<file path="src/rtl/ram_arbiter.sv">
// rtl/ram_arbiter.sv - round-robin CPU/DMA arbiter for the single-port data RAM
module ram_arbiter #(
    parameter int AW = 8,
    parameter int DW = 16
) (
    input  logic          clk,
    input  logic          rst,
    input  logic          cpu_req,
    input  logic          cpu_we,
    input  logic [AW-1:0] cpu_addr,
    input  logic [DW-1:0] cpu_wdata,
    output logic [DW-1:0] cpu_rdata,
    output logic          cpu_done,
    output logic          cpu_stall,
    input  logic          dma_req,
    input  logic          dma_we,
    input  logic [AW-1:0] dma_addr,
    input  logic [DW-1:0] dma_wdata,
    output logic [DW-1:0] dma_rdata,
    output logic          dma_done,
    output logic [AW-1:0] ram_addr,
    output logic [DW-1:0] ram_wdata,
    output logic          ram_wren,
    input  logic [DW-1:0] ram_q
);

    typedef enum logic [1:0] {
        IDLE = 2'd0,
        ADDR = 2'd1,
        READ = 2'd2,
        DONE = 2'd3
    } state_t;

    localparam logic OWN_CPU = 1'b0;
    localparam logic OWN_DMA = 1'b1;

    state_t state, state_nxt;
    logic   owner;
    logic   last_grant;
    logic   grant_valid;
    logic   grant;

    always_comb begin
        state_nxt   = state;
        grant_valid = 1'b0;
        grant       = OWN_CPU;
        case (state)
            IDLE: begin
                if (cpu_req || dma_req) begin
                    grant_valid = 1'b1;
                    // On a tie, the side that did not win last time gets the RAM
                    if (cpu_req && dma_req) grant = ~last_grant;
                    else                    grant = dma_req ? OWN_DMA : OWN_CPU;
                    state_nxt = ADDR;
                end
            end
            ADDR:    state_nxt = READ;
            READ:    state_nxt = DONE;
            DONE:    state_nxt = IDLE;
            default: state_nxt = IDLE;
        endcase
    end

    always_ff @(posedge clk or negedge rst) begin
        if (!rst) begin
            state      <= IDLE;
            owner      <= OWN_CPU;
            last_grant <= OWN_DMA;
        end else begin
            state <= state_nxt;
            if (grant_valid) begin
                owner      <= grant;
                last_grant <= grant;
            end
        end
    end

    // RAM inputs are captured at grant; wren is only ever high for the ADDR cycle
    always_ff @(posedge clk or negedge rst) begin
        if (!rst) begin
            ram_addr  <= '0;
            ram_wdata <= '0;
            ram_wren  <= 1'b0;
        end else begin
            ram_wren <= grant_valid && (grant ? dma_we : cpu_we);
            if (grant_valid) begin
                ram_addr  <= grant ? dma_addr  : cpu_addr;
                ram_wdata <= grant ? dma_wdata : cpu_wdata;
            end
        end
    end

    always_ff @(posedge clk or negedge rst) begin
        if (!rst) begin
            cpu_rdata <= '0;
            dma_rdata <= '0;
            cpu_done  <= 1'b0;
            dma_done  <= 1'b0;
        end else begin
            cpu_done <= (state == READ) && (owner == OWN_CPU);
            dma_done <= (state == READ) && (owner == OWN_DMA);
            if (state == READ) begin
                if (owner == OWN_CPU) cpu_rdata <= ram_q;
                else                  dma_rdata <= ram_q;
            end
        end
    end

    assign cpu_stall = cpu_req && !cpu_done;

endmodule

</file>
<file path="config.mk">
export PLATFORM = sky130hd
export DESIGN_NAME = ram_arbiter
export DESIGN_NICKNAME = d
export VERILOG_FILES = /design/src/rtl/ram_arbiter.sv
export SDC_FILE = /design/constraint.sdc
export NUM_CORES = 1
export LEC_CHECK = 0
export CAP_MARGIN = 10
export CELL_PAD_IN_SITES_DETAIL_PLACEMENT = 0
export CELL_PAD_IN_SITES_GLOBAL_PLACEMENT = 2
export CORE_AREA = 2 2 149 93
export DETAILED_ROUTE_END_ITERATION = 12
export DIE_AREA = 0 0 151 95
export PLACE_DENSITY = 0.79
export SLEW_MARGIN = 20
export SYNTH_ARGS = -nofsm -noshare
export SYNTH_HDL_FRONTEND = slang
export SYNTH_SLANG_ARGS = --single-unit
</file>
<file path="constraint.sdc">
create_clock -name clk -period 1.6 [get_ports clk]
set_clock_uncertainty 0.05 [all_clocks]
set_input_delay 0.32 -clock clk [delete_from_list [all_inputs] [get_ports clk]]
set_output_delay 0.32 -clock clk [all_outputs]
set_load 0.05 [all_outputs]
</file>
# Yosys cells after proc, flatten, opt, wreduce, memory -nomap -nowiden
# Index checks and enable logic that the tools add are counted.
# word_totals
regBits	63
wordCells	37
# classes
mux	11
bitwise	2
eq_ne	4
n_reduce_logical	10
# op_table
op	count
two-way mux 16 bit	1
two-way mux 8 bit	1
case mux 2 bit (4 select lines)	1
two-way mux 1 bit	7
logical AND 1 bit	5
== test 2 bit, second input constant	2
AND reduction 2 bit	2
== test 2 x 1 -> 1 bit, second input constant	1
logical NOT 2 bit	1
two-way mux 2 bit	1
!= test 2 bit, second input constant	1
NOT 1 bit	2
logical NOT 1 bit	1
logical OR 1 bit	1

# Longest topological paths before layout
# logic_depth
ltp_word	6
ltp_mapped	6
depth_no_buf	5

# Worst setup path after synthesis
# OpenSTA, ideal clock, no wires.
# synth_path
kind	register -> output
from	reg cpu_done
to	out cpu_stall
path_buffers	0
path_stages_with_launch	2
arrival_ns	1.318
required_ns	1.230
slack_ns	-0.088
cell_sequence	dfrtp_1 -> nor2b_1
# synth_between
elab_chain_len	2
# synth_rtl
element	line	rtl
from (decl)	13	output logic cpu_done,
from (signal assigned)	100	cpu_done <= (state == READ) && (owner == OWN_CPU);
logical NOT 1 bit	109	assign cpu_stall = cpu_req && !cpu_done;
logical AND 1 bit	109	
to (decl)	14	output logic cpu_stall,
# Every way passes these cells.

# Worst setup path after layout
# layout_path
from	reg state[1]
to	reg ram_wdata[11]
# layout_between
elab_chain_len	3
word_cells_on_any_way	4
# layout_rtl
element	line	rtl
from (decl)	37	state_t state, state_nxt;
from (signal assigned)	70	state <= state_nxt;
logical NOT 2 bit (*)	47	case (state)
two-way mux 1 bit	47	
two-way mux 16 bit	88	ram_wdata <= grant ? dma_wdata : cpu_wdata;
to (signal assigned)	88	
to (decl)	22	output logic [DW-1:0] ram_wdata,
# Mark *: on every way between the ends. The rest lies on a longest branch, timed or not.
# A chain may end at the register's enable or synchronous reset.

==> reports/results.ini <==
[status]
outcome=finished, final reports clean

[detailed_routing]
drc=0
vias_per_cell=4.16
num_vias=2321
wire_per_inst_um=14.9
drtAntennaViolNets=0
wirelength_um=8310
dr.pass1.iters=4
drt_iter0_markers=59

[clock_tree]
clock_path_buffers=2
clock_latency_ns=0.32
cts.htree.levels=3
clk_pin_slew_ns=0.05
root_buffer=clkbuf_16
cts_made_buffers=9
clock_sinks=63
cts_tree=built

[global_routing]
grt_overflow=0
grtUsageTotal=0.117
grt_pass1_vias=2432
antenna_found_initial=0
grt_pass1_wl_um=12800
grt_max_degree=53

[worst_setup_path]
critPathLaunchType=flop
cp-end-kind=flop
arrival_ns=1.76
crit_chain=inv_2 > ha_4 > nand2_8 > buf_12 > or3b_4 > a31oi_4
crit_slowest_cell=dfrtp_1
cp_max_fo=6
crit_type=flop to flop
crit_required_ns=1.79
rr_worst_depth=6
max_stage_delay_ns=0.39

[die]
fp.coreArea_um2=13100
initial_core_util=0.212
chipWidth_um=151
rows=33
die_y_um=95
ios=130
die_area_um2=14300

[hold_path]
hp-class=flop to flop
min_path_cells=2

[cells_and_area]
layoutNonFillerInstCount=558
diodes=0
syn_to_final_growth_pct=96.7
design_area_um2=5480
fin_nets=451
layout-drive-gt1-share=0.350

[timing]
holdWs_ns=0.436
fmax_ghz=0.637
rsz0062_at_grt=yes
slew_headroom=0.706
worst_pin_slew_ns=0.441
hold_viol=0
setup_viol=0
fin_crit_sh=0.981
drv_slew=0
fin_crit_ns=1.57

[yosys]
ys_ff_latch=63
syn_area_um2=2790
synth_top_family_by_area=multiplexers
synthTopCellsByArea=dfrtp_1 (56%), mux2_2 (9.7%), or3b_1 (7.9%)
synth_nets=308
synth-compound-area-share=0.109
synthXorXnorAreaFrac=0
synthMuxAreaShare=0.137
synthAdderAreaFrac=0.0135
synth_top_area_cell=dfrtp_1
synth_top_area_frac=0.557
synth.avg_cell_area_um2=11.9
ys_warn_count=0
synth-simple-area-share=0.128
synth_cell_types=22
synth_cells=235
seq_area_frac_synth=0.566

[flow_run]
drv_cap=0

[power_and_ir_drop]
powerDensity_nw_per_um2=2510
peakVddDrop_mv=0.915
p_leak_nw=2.29
power_w=0.0138

[placement]
dp_hpwl_um=5850
gp_congestion=0.713
post_dp_cell_area_um2=4930
numPortBuffers=129
dp.cells=533

-- report_power, final --
part	switching (W)	internal (W)	leakage, nW
Sequential	0.000837	0.00242	0.724
Combinational	0.00417	0.00422	1.41
Clock	0.000672	0.00145	0.160
-- state kept, by name (all words and copies together), names as in the netlist --
name	flops
dma_done	1
ram_addr	8
cpu_rdata	16
state	2
dma_rdata	16
last_grant	1
cpu_done	1
ram_wdata	16
owner	1
ram_wren	1
-- worst max-delay path: cells and delay by family (launching register included) --
family | cells | cell delay [ns]
DFF | 1 | 0.39
adders and majority gates | 1 | 0.17
AOI/OAI and AO/OA | 1 | 0.18
buffers and inverters | 2 | 0.24
and+or+nand+nor | 2 | 0.46
-- placed cells by master (no fill, tap or decap), types with 2 or more instances in the layout --
cell,count
clkdlybuf4s50_1,67
buf_12,64
dfrtp_1,62
nor2_1,26
or3b_1,24
mux2_2,24
a31oi_1,23
o21ai_0,21
clkbuf_16,12
buf_4,11
mux2_1,9
o21ai_1,6
nand2_1,3
inv_2,2
nor2b_4,2
clkbuf_8,2
clkbuf_1,2
bufinv_16,2
-- metal layers --
layer,global-route usage,part of all wire,vias to the layer above
li1,-,-,1128
met1,0.160,0.48,1116
met2,0.172,0.45,68
met3,0.0440,0.057,9
met4,0.0350,0.011,0
met5,0,0,-
-- kinds of logic after synthesis --
logic type | count (synthesis)
flops | 63
simple gates | 59
compound gates | 54
mux | 34
buf+inv | 22
fa+ha+maj | 3
-- cells in the mapped netlist --
master,instances
dlymetal6s2s_1,1
mux2_1,9
nor2b_1,2
inv_1,3
a21oi_1,1
buf_1,2
nor2_1,26
dfrtp_1,62
buf_6,4
or3b_1,25
o21ai_0,24
a31oi_1,24
mux2i_1,1
buf_2,6
clkbuf_1,6
mux2_2,24
nand2_1,5
ha_1,3
dfstp_2,1
o21a_1,1
o21ai_1,4
and2_4,1
-- final cells by class --
| cell class | count | area (um2) |
|---|---|---|
| Sequential cell | 63 | 1580 |
| Clock inverter | 3 | 65.1 |
| Tap cell | 175 | 219 |
| Timing Repair Buffer | 151 | 2200 |
| Clock buffer | 13 | 260 |
| Inverter | 3 | 11.3 |
| Multi-Input combinational cell | 150 | 1150 |
| Fill cell | 1229 | 7650 |
-- worst paths after layout --
kind / start / endpoint / slack [ns]
worst max-delay path: state[1] / ram_wdata[11] / 0.03
worst min-delay path: last_grant / last_grant / 0.44
worst max register to register: state[1] / ram_wdata[11] / 0.03
worst min register to register: last_grant / last_grant / 0.44
max in group asynchronous: rst / ram_addr[6] / 0.72
min in group asynchronous: rst / dma_rdata[8] / 0.47
-- per-stage QoR --
stage / setup TNS, ns / setup slack [ns] / util
after detailed placement: -4.26 / -0.214 / 0.375
after global placement: -3.26 / -0.141 / 0.375
final: 0 / 0.0304 / 0.417
after CTS: 0 / 0.0102 / 0.405
after global routing: -0.279 / -0.0279 / 0.417
after floorplan: 0 / 0.00555 / -
-- repair_timing --
action,CTS,global route
hold endpoints to repair,62,0
gates cloned,1,3
pin swaps,1,16
resized for setup,7,15
setup endpoints to repair,25,56
hold buffers,1,0
buffers inserted,0,4
(Power assumes the default switching activity.)
